### src/rtl/add_tree_reduce_seq.sv
// Sequential adder-tree reduction: sums N_IN unsigned operands by folding the
// accumulator array in half once per cycle, then holds the result until consumed.
module add_tree_reduce_seq #(
  parameter int N_IN = 32,
  parameter int IN_W = 6
) (
  input  logic                         clk,
  input  logic                         rst_n,
  input  logic                         in_valid,
  output logic                         in_ready,
  input  logic [N_IN*IN_W-1:0]         in_data,
  output logic                         out_valid,
  input  logic                         out_ready,
  output logic [IN_W+$clog2(N_IN)-1:0] out_sum,
  output logic                         busy
);

  localparam int LOG2N = $clog2(N_IN);
  localparam int OUT_W = IN_W + LOG2N;
  localparam int LVL_W = $clog2(LOG2N + 1);
  localparam logic [LVL_W-1:0] LVL_LAST = LVL_W'(LOG2N - 1);

  typedef enum logic [1:0] {
    IDLE,
    REDUCE,
    DONE
  } state_t;

  state_t           state_q;
  logic [LVL_W-1:0] lvl_q;
  logic [OUT_W-1:0] acc_q [N_IN];

  always_ff @(posedge clk) begin
    if (!rst_n) begin
      state_q <= IDLE;
      lvl_q   <= '0;
      for (int k = 0; k < N_IN; k++) acc_q[k] <= '0;
    end else begin
      case (state_q)
        IDLE: begin
          if (in_valid) begin
            for (int k = 0; k < N_IN; k++) acc_q[k] <= OUT_W'(in_data[k*IN_W +: IN_W]);
            lvl_q   <= '0;
            state_q <= REDUCE;
          end
        end
        REDUCE: begin
          // Fold every pair each cycle; entries past the live half are don't-care,
          // and the live ones never exceed OUT_W since the full sum fits.
          for (int i = 0; i < N_IN / 2; i++) acc_q[i] <= acc_q[2*i] + acc_q[2*i+1];
          lvl_q <= lvl_q + LVL_W'(1);
          if (lvl_q == LVL_LAST) state_q <= DONE;
        end
        DONE: begin
          if (out_ready) state_q <= IDLE;
        end
        default: state_q <= IDLE;
      endcase
    end
  end

  assign in_ready  = (state_q == IDLE);
  assign out_valid = (state_q == DONE);
  assign busy      = (state_q != IDLE);
  assign out_sum   = acc_q[0];

endmodule

### config.mk
export PLATFORM = sky130hd
export DESIGN_NAME = add_tree_reduce_seq
export DESIGN_NICKNAME = d
export VERILOG_FILES = /design/src/rtl/add_tree_reduce_seq.sv
export SDC_FILE = /design/constraint.sdc
export NUM_CORES = 1
export LEC_CHECK = 0
export BUFFER_PORTS_ARGS = -buffer_cell sky130_fd_sc_hd__buf_2
export CAP_MARGIN = 20
export CORE_MARGIN = 3
export CORE_UTILIZATION = 50
export DETAILED_ROUTE_END_ITERATION = 8
export PLACE_DENSITY = 0.68
export SLEW_MARGIN = 20
export SYNTH_ARGS = -nofsm -noshare
export SYNTH_HDL_FRONTEND = slang
export SYNTH_SLANG_ARGS = --single-unit
### constraint.sdc
create_clock -name clk -period 5.3 [get_ports clk]
set_input_delay 1.325 -clock clk [delete_from_list [all_inputs] [get_ports clk]]
set_output_delay 1.325 -clock clk [all_outputs]
set_load 0.02 [all_outputs]
==> results of run 1 <==
-- how the worst max path moves through the flow --
| stage | cells after the start | from | end | slack (ns) |
|---|---|---|---|---|
| 5_1_grt | 6 | rst_n | acc_q[0][36] | 2.40 |
| 3_5_place_dp | 6 | rst_n | acc_q[0][36] | 2.03 |
| 3_3_place_gp | 6 | rst_n | acc_q[0][36] | 2.08 |
| 2_1_floorplan | 3 | in_valid | acc_q[0][11] | 0.96 |
| 6_report | 6 | rst_n | acc_q[0][36] | 2.58 |
| 4_1_cts | 6 | rst_n | acc_q[0][36] | 2.56 |
-- final cells by class --
| class | instances | area share |
|---|---|---|
| Inverter | 39 | 0.01020 |
| Timing Repair Buffer | 215 | 0.07647 |
| Antenna cell | 2 | 0.0003429 |
| Multi-Input combinational cell | 808 | 0.4240 |
| Clock buffer | 42 | 0.05504 |
| Clock inverter | 4 | 0.001543 |
| Sequential cell | 228 | 0.4046 |
| Tap cell | 324 | 0.02778 |
-- state kept, by name (all words and copies together) (netlist names) --
signal   flops
acc_q      223
lvl_q        3
state_q      2
-- per-layer routing --
metal / vias up / wire (um)
li1: 4605 / -
met1: 4208 / 12300
met2: 233 / 12870
met3: 42 / 1584
met4: 8 / 502
met5: - / 51
-- Yosys cell counts, drive strengths merged (2+ instances only) --
cell type / number
a32o: 2
o21ai: 95
and2: 13
or2: 2
a22o: 113
a21oi: 59
o211ai: 5
o21a: 3
or3: 6
nor2b: 18
clkbuf: 17
o21bai: 16
o31ai: 5
fa: 16
xnor2: 37
buf: 42
xor2: 12
edfxtp: 134
nand3: 12
nand2b: 10
a31oi: 4
nand2: 84
nor4b: 3
nor3b: 33
and3: 2
nand3b: 5
mux2i: 22
a211oi: 8
a21boi: 2
dfxtp: 94
a21o: 43
ha: 113
nor2: 36
inv: 39
nor3: 17
-- through the flow --
stage,cells,hold WS (ns),total power [mW],worst slack (ns)
after floorplan,1134,0.4430,2.689,0.9601
after global placement,1614,0.4530,2.905,2.081
after detailed placement,1614,0.4622,2.919,2.033
after CTS,1660,0.4760,4.644,2.563
after global routing,1662,0.4916,4.821,2.400
final,1662,0.4785,4.603,2.575
-- worst reg2reg max path, stage by stage (launching register included) --
cell     delay [ns]
dfxtp_1        0.40
and2b_1        0.31
nand2_4        0.57
buf_4          0.46
nor3b_1        0.10
mux2i_1        0.15
nand3_1        0.09
-- kinds of logic (layout without fill, tap and decap cells) --
family,Yosys count,after routing,share of synthesized area
simple gates,242,242,0.09947
fa+ha+maj,129,129,0.1384
flops,228,228,0.4714
mux,23,23,0.01848
compound gates,365,365,0.2011
xor+xnor,49,49,0.03426
other cells,0,2,0
buf+inv,98,300,0.03685
-- where the power goes --
part / total (mW) / switching (mW) / internal (mW)
logic: 0.758 / 0.407 / 0.351
clock network: 1.72 / 0.696 / 1.03
registers: 2.12 / 0.0808 / 2.04
total: 4.60 / 1.18 / 3.42
==> flow_summary.json, run 1 <==
{
  "hold_viol": 0,
  "die_area_um2": 26990,
  "worstPathArrival_ns": 3.09,
  "synth_edf_count": 134,
  "h-tree-depth": 1,
  "dpl_cell_area_um2": 13760,
  "syn_inst": 1134,
  "final-max-slew-violation-count": 0,
  "period_needed_ns": 2.725,
  "criticalPathCategory": "primary input to flop",
  "cts_setup_buffers": 0,
  "ys_warn_count": 0,
  "grt_pass1_vias": 8940,
  "finalSetupTns_ns": 0,
  "peakVddDrop_uv": 262.2,
  "synth.area.top_cells": "edfxtp_1 32%, dfxtp_1 15%, ha_1 11%",
  "cts.clk_slew.worst_paths_ns": 0.06,
  "leakagePower_nw": 6.695,
  "hold_depth": 1,
  "numCtsBuffers": 25,
  "drt_drc_violations_left": 0,
  "die_w_um": 164.3,
  "outcome": "completed",
  "nets": 1642,
  "grt_max_degree": 89,
  "powerDensity_nw_per_um2": 315.4,
  "synth.top_cell.area_share": 0.3212,
  "reg2reg_depth": 6,
  "ys_types": 55,
  "grt_use_met2": 0.3384,
  "regArea_um2": 5906,
  "hold_buffers": 0,
  "post-synth-top-area-cell": "edfxtp_1",
  "grt_setup_unrepaired": "no",
  "synth-seq-area-share": 0.4714,
  "ioPinCount": 210,
  "fp.dieH_um": 164.3,
  "hp-class": "flop to flop",
  "end_kind": "flop",
  "grt_antenna_before_repair": 6,
  "max_freq_mhz": 367.0,
  "postRouteAntennaNets": 0,
  "critPathLaunchType": "primary input",
  "grtUsageMet1": 0.2716,
  "r2r_slack_ns": 2.96,
  "clkLatencyLatePin_ns": 0.53,
  "grt_util_met3": 0.03707,
  "critPathMostFrequentCell": "o21ai_0",
  "drt_wl_total_mm": 27.31,
  "portBuffers": 209,
  "ctsResizeCount": 0,
  "fin_area_um2": 14600,
  "wl_per_cell_um": 16.43,
  "layout-drive-gt1-share": 0.1999,
  "ys_seq_elements": 228,
  "cts_tree": "yes",
  "crit_path_max_incr_delay_ns": 0.70,
  "netlist_area_um2": 12530,
  "start_util": 0.5121,
  "syn_nets": 1459,
  "path_max_fanout": 32,
  "hp-start": "acc_q[5][37]",
  "grt_pass1_wl_mm": 43.93,
  "viasPerCell": 5.473,
  "r2r_end": "acc_q[3][5]",
  "worst_slew_pin_slew_ns": 0.9755,
  "drv_cap": 0,
  "first_iter_violations": 488,
  "clock_path_buffers": 3,
  "cts.sinks": 228,
  "mostFrequentLayoutCell": "buf_2",
  "ys.flop_type": "edfxtp_1",
  "min_period_over_period": 0.5142,
  "post-route-util": 0.5966,
  "path_buf_inv": 3,
  "area_delta_synth_final_pct": 16.50,
  "cp_cell_sequence": "buf_2 > inv_1 > nor2_4 > buf_4 > o21ai_0 > o21ai_0",
  "vias": 9096,
  "grt_remaining_overflow": 0,
  "gp_congestion": 0.8280,
  "syn_area_per_cell_um2": 11.05,
  "reg2reg_from": "state_q[1]",
  "setup_viol_count_final": 0,
  "min_to": "acc_q[5][37]",
  "most-common-layout-cells": "209 x buf_2, 134 x edfxtp_1, 113 x a22o_1, 113 x ha_1, 95 x o21ai_0",
  "async_flop_share": 0,
  "dr.pass1.iters": 5,
  "root_buffer": "clkbuf_16",
  "multi_input_area_um2": 6188,
  "skew_ns": 0.02305,
  "nFillCells": 2055,
  "crit_family": "buffers and inverters",
  "hpwl_mm": 19.54,
  "grtUsageTotal": 0.2010,
  "rows": 57,
  "slowest_stage": "nor2_4",
  "required_ns": 5.66,
  "busiest_layer": "met2",
  "max_slew_margin": 0.3497,
  "core-area_um2": 24460
}
Note: power is estimated with default switching activity, not from simulation.
==> run 2: changes to the inputs <==
==> constraint.sdc (replaced) <==
create_clock -name clk -period 2.7 [get_ports clk]
set_input_delay 0.675 -clock clk [delete_from_list [all_inputs] [get_ports clk]]
set_output_delay 0.675 -clock clk [all_outputs]
set_load 0.02 [all_outputs]
==> run 2 against run 1 <==
Compared with the run above:
- cell area up 1.6%
- combinational power up 100%
- register-to-register slack worse by 2.6 ns
- via count up 1.3%
- clock power up 100%
- routed wire length up 2.8%
- sequential power up 96%
- sequential cell count unchanged
- largest cell class unchanged
==> flow_summary.json, run 2 (synthesis gave the netlist of run 1 again) <==
{
  "layoutNonFillerInstCount": 1673,
  "hold_depth": 2,
  "nets": 1653,
  "reg2reg_from": "acc_q[0][0]",
  "drt_wl_total_mm": 28.08,
  "grt_setup_unrepaired": "no",
  "placed_cells": 1624,
  "rows": 57,
  "largest_register_ffs": 223,
  "grtUsageTotal": 0.2058,
  "hp-class": "primary input to flop",
  "clkLatencyLatePin_ns": 0.52,
  "worst_slew_pin_slew_ns": 0.6044,
  "reg2reg_depth": 7,
  "leakagePower_nw": 6.815,
  "area_delta_synth_final_pct": 18.41,
  "period_needed_ns": 2.314,
  "fin_area_um2": 14830,
  "mostFrequentLayoutCell": "buf_2",
  "grt_max_degree": 89,
  "hpwl_mm": 20.40,
  "fin_total_pwr_mw": 9.202,
  "wl_per_cell_um": 16.79,
  "cts_tree": "yes",
  "cts.sinks": 228,
  "h-tree-depth": 1,
  "worstPathArrival_ns": 2.73,
  "die_w_um": 164.3,
  "first_iter_violations": 536,
  "required_ns": 3.12,
  "fp.dieH_um": 164.3,
  "nFillCells": 2058,
  "peakVddDrop_uv": 484.6,
  "setup_viol_count_final": 0,
  "max_slew_margin": 0.5966,
  "gp_congestion": 0.8243,
  "max_freq_mhz": 432.2,
  "r2r_slack_ns": 0.39,
  "start_util": 0.5121,
  "dr.pass1.iters": 5,
  "r2r_end": "acc_q[0][8]",
  "layout-drive-gt1-share": 0.2107,
  "core-area_um2": 24460,
  "cts_setup_buffers": 0,
  "viasPerCell": 5.506,
  "most-common-layout-cells": "209 x buf_2, 134 x edfxtp_1, 113 x a22o_1, 113 x ha_1, 95 x o21ai_0",
  "root_buffer": "clkbuf_16",
  "hold_viol": 0,
  "finalSetupTns_ns": 0,
  "top_register": "acc_q",
  "grt_pass1_vias": 9064,
  "drv_cap": 0,
  "ctsResizeCount": 0,
  "postRouteAntennaNets": 0,
  "cts.clk_slew.worst_paths_ns": 0.06,
  "criticalPathCategory": "flop to flop",
  "clock_path_buffers": 3,
  "final-max-slew-violation-count": 0,
  "drt_drc_violations_left": 0,
  "path_max_fanout": 3,
  "powerDensity_nw_per_um2": 620.3,
  "outcome": "completed",
  "hp-start": "in_data[190]",
  "vias": 9211,
  "hold_buffers": 0,
  "skew_ns": 0.009687,
  "min_to": "acc_q[7][37]",
  "grt_remaining_overflow": 0,
  "ioPinCount": 210,
  "die_area_um2": 26990,
  "end_kind": "flop",
  "numCtsBuffers": 26,
  "holdWs_ns": 0.3705,
  "critPathLaunchType": "flop",
  "dpl_cell_area_um2": 13950,
  "portBuffers": 209,
  "top_regs": "acc_q (223), lvl_q (3), state_q (2)",
  "grt_pass1_wl_mm": 44.91,
  "min_period_over_period": 0.8569,
  "grt_antenna_before_repair": 4
}
run 2: layout make-up:
type / instances / area (um^2) / area share
Tap cell: 324 / 405.4 / 0.02733
Multi-Input combinational cell: 808 / 6202 / 0.4181
Antenna cell: 1 / 2.502 / 0.0001687
Inverter: 39 / 150.1 / 0.01012
Clock inverter: 7 / 36.28 / 0.002446
Timing Repair Buffer: 225 / 1291 / 0.08704
Clock buffer: 41 / 840.8 / 0.05668
Sequential cell: 228 / 5906 / 0.3981
run 2: how the worst max path moves through the flow:
stage	start	to	slack [ns]	depth (start not counted)
3_3_place_gp	acc_q[0][0]	acc_q[0][8]	0.46	7
2_1_floorplan	in_valid	acc_q[0][11]	-0.37	3
3_5_place_dp	in_valid	acc_q[3][2]	0.46	5
4_1_cts	acc_q[0][0]	acc_q[0][8]	0.41	7
5_1_grt	acc_q[0][0]	acc_q[0][8]	0.20	7
6_report	acc_q[0][0]	acc_q[0][8]	0.39	7
run 2: per-stage QoR:
| stage | utilization | setup slack, ns |
|---|---|---|
| floorplan | - | -0.3682 |
| global placement | 0.5705 | 0.4611 |
| detailed placement | 0.5705 | 0.4629 |
| CTS | 0.6063 | 0.4114 |
| global route | 0.6063 | 0.1977 |
| finish | 0.6064 | 0.3863 |
run 2: where the power goes:
group	internal [mW]	switching, mW
sequential	4.00	0.155
clock	2.13	1.37
combinational	0.720	0.821
total	6.86	2.35
run 2: metal layers:
layer | vias to the layer above | part of all wire | track usage
li1 | 4630 | - | -
met1 | 4294 | 0.46 | 0.2866
met2 | 234 | 0.46 | 0.3403
met3 | 45 | 0.060 | 0.03430
met4 | 8 | 0.017 | 0.04229
met5 | - | 0.0020 | 0
run 2: worst max-delay path, stage by stage, from the launching register on:
cell      delay (ns)
edfxtp_1        0.39
ha_1            0.25
fa_1            0.43
a211oi_1        0.34
nor2_1          0.14
o31ai_1         0.31
xor2_1          0.12
a211oi_1        0.25
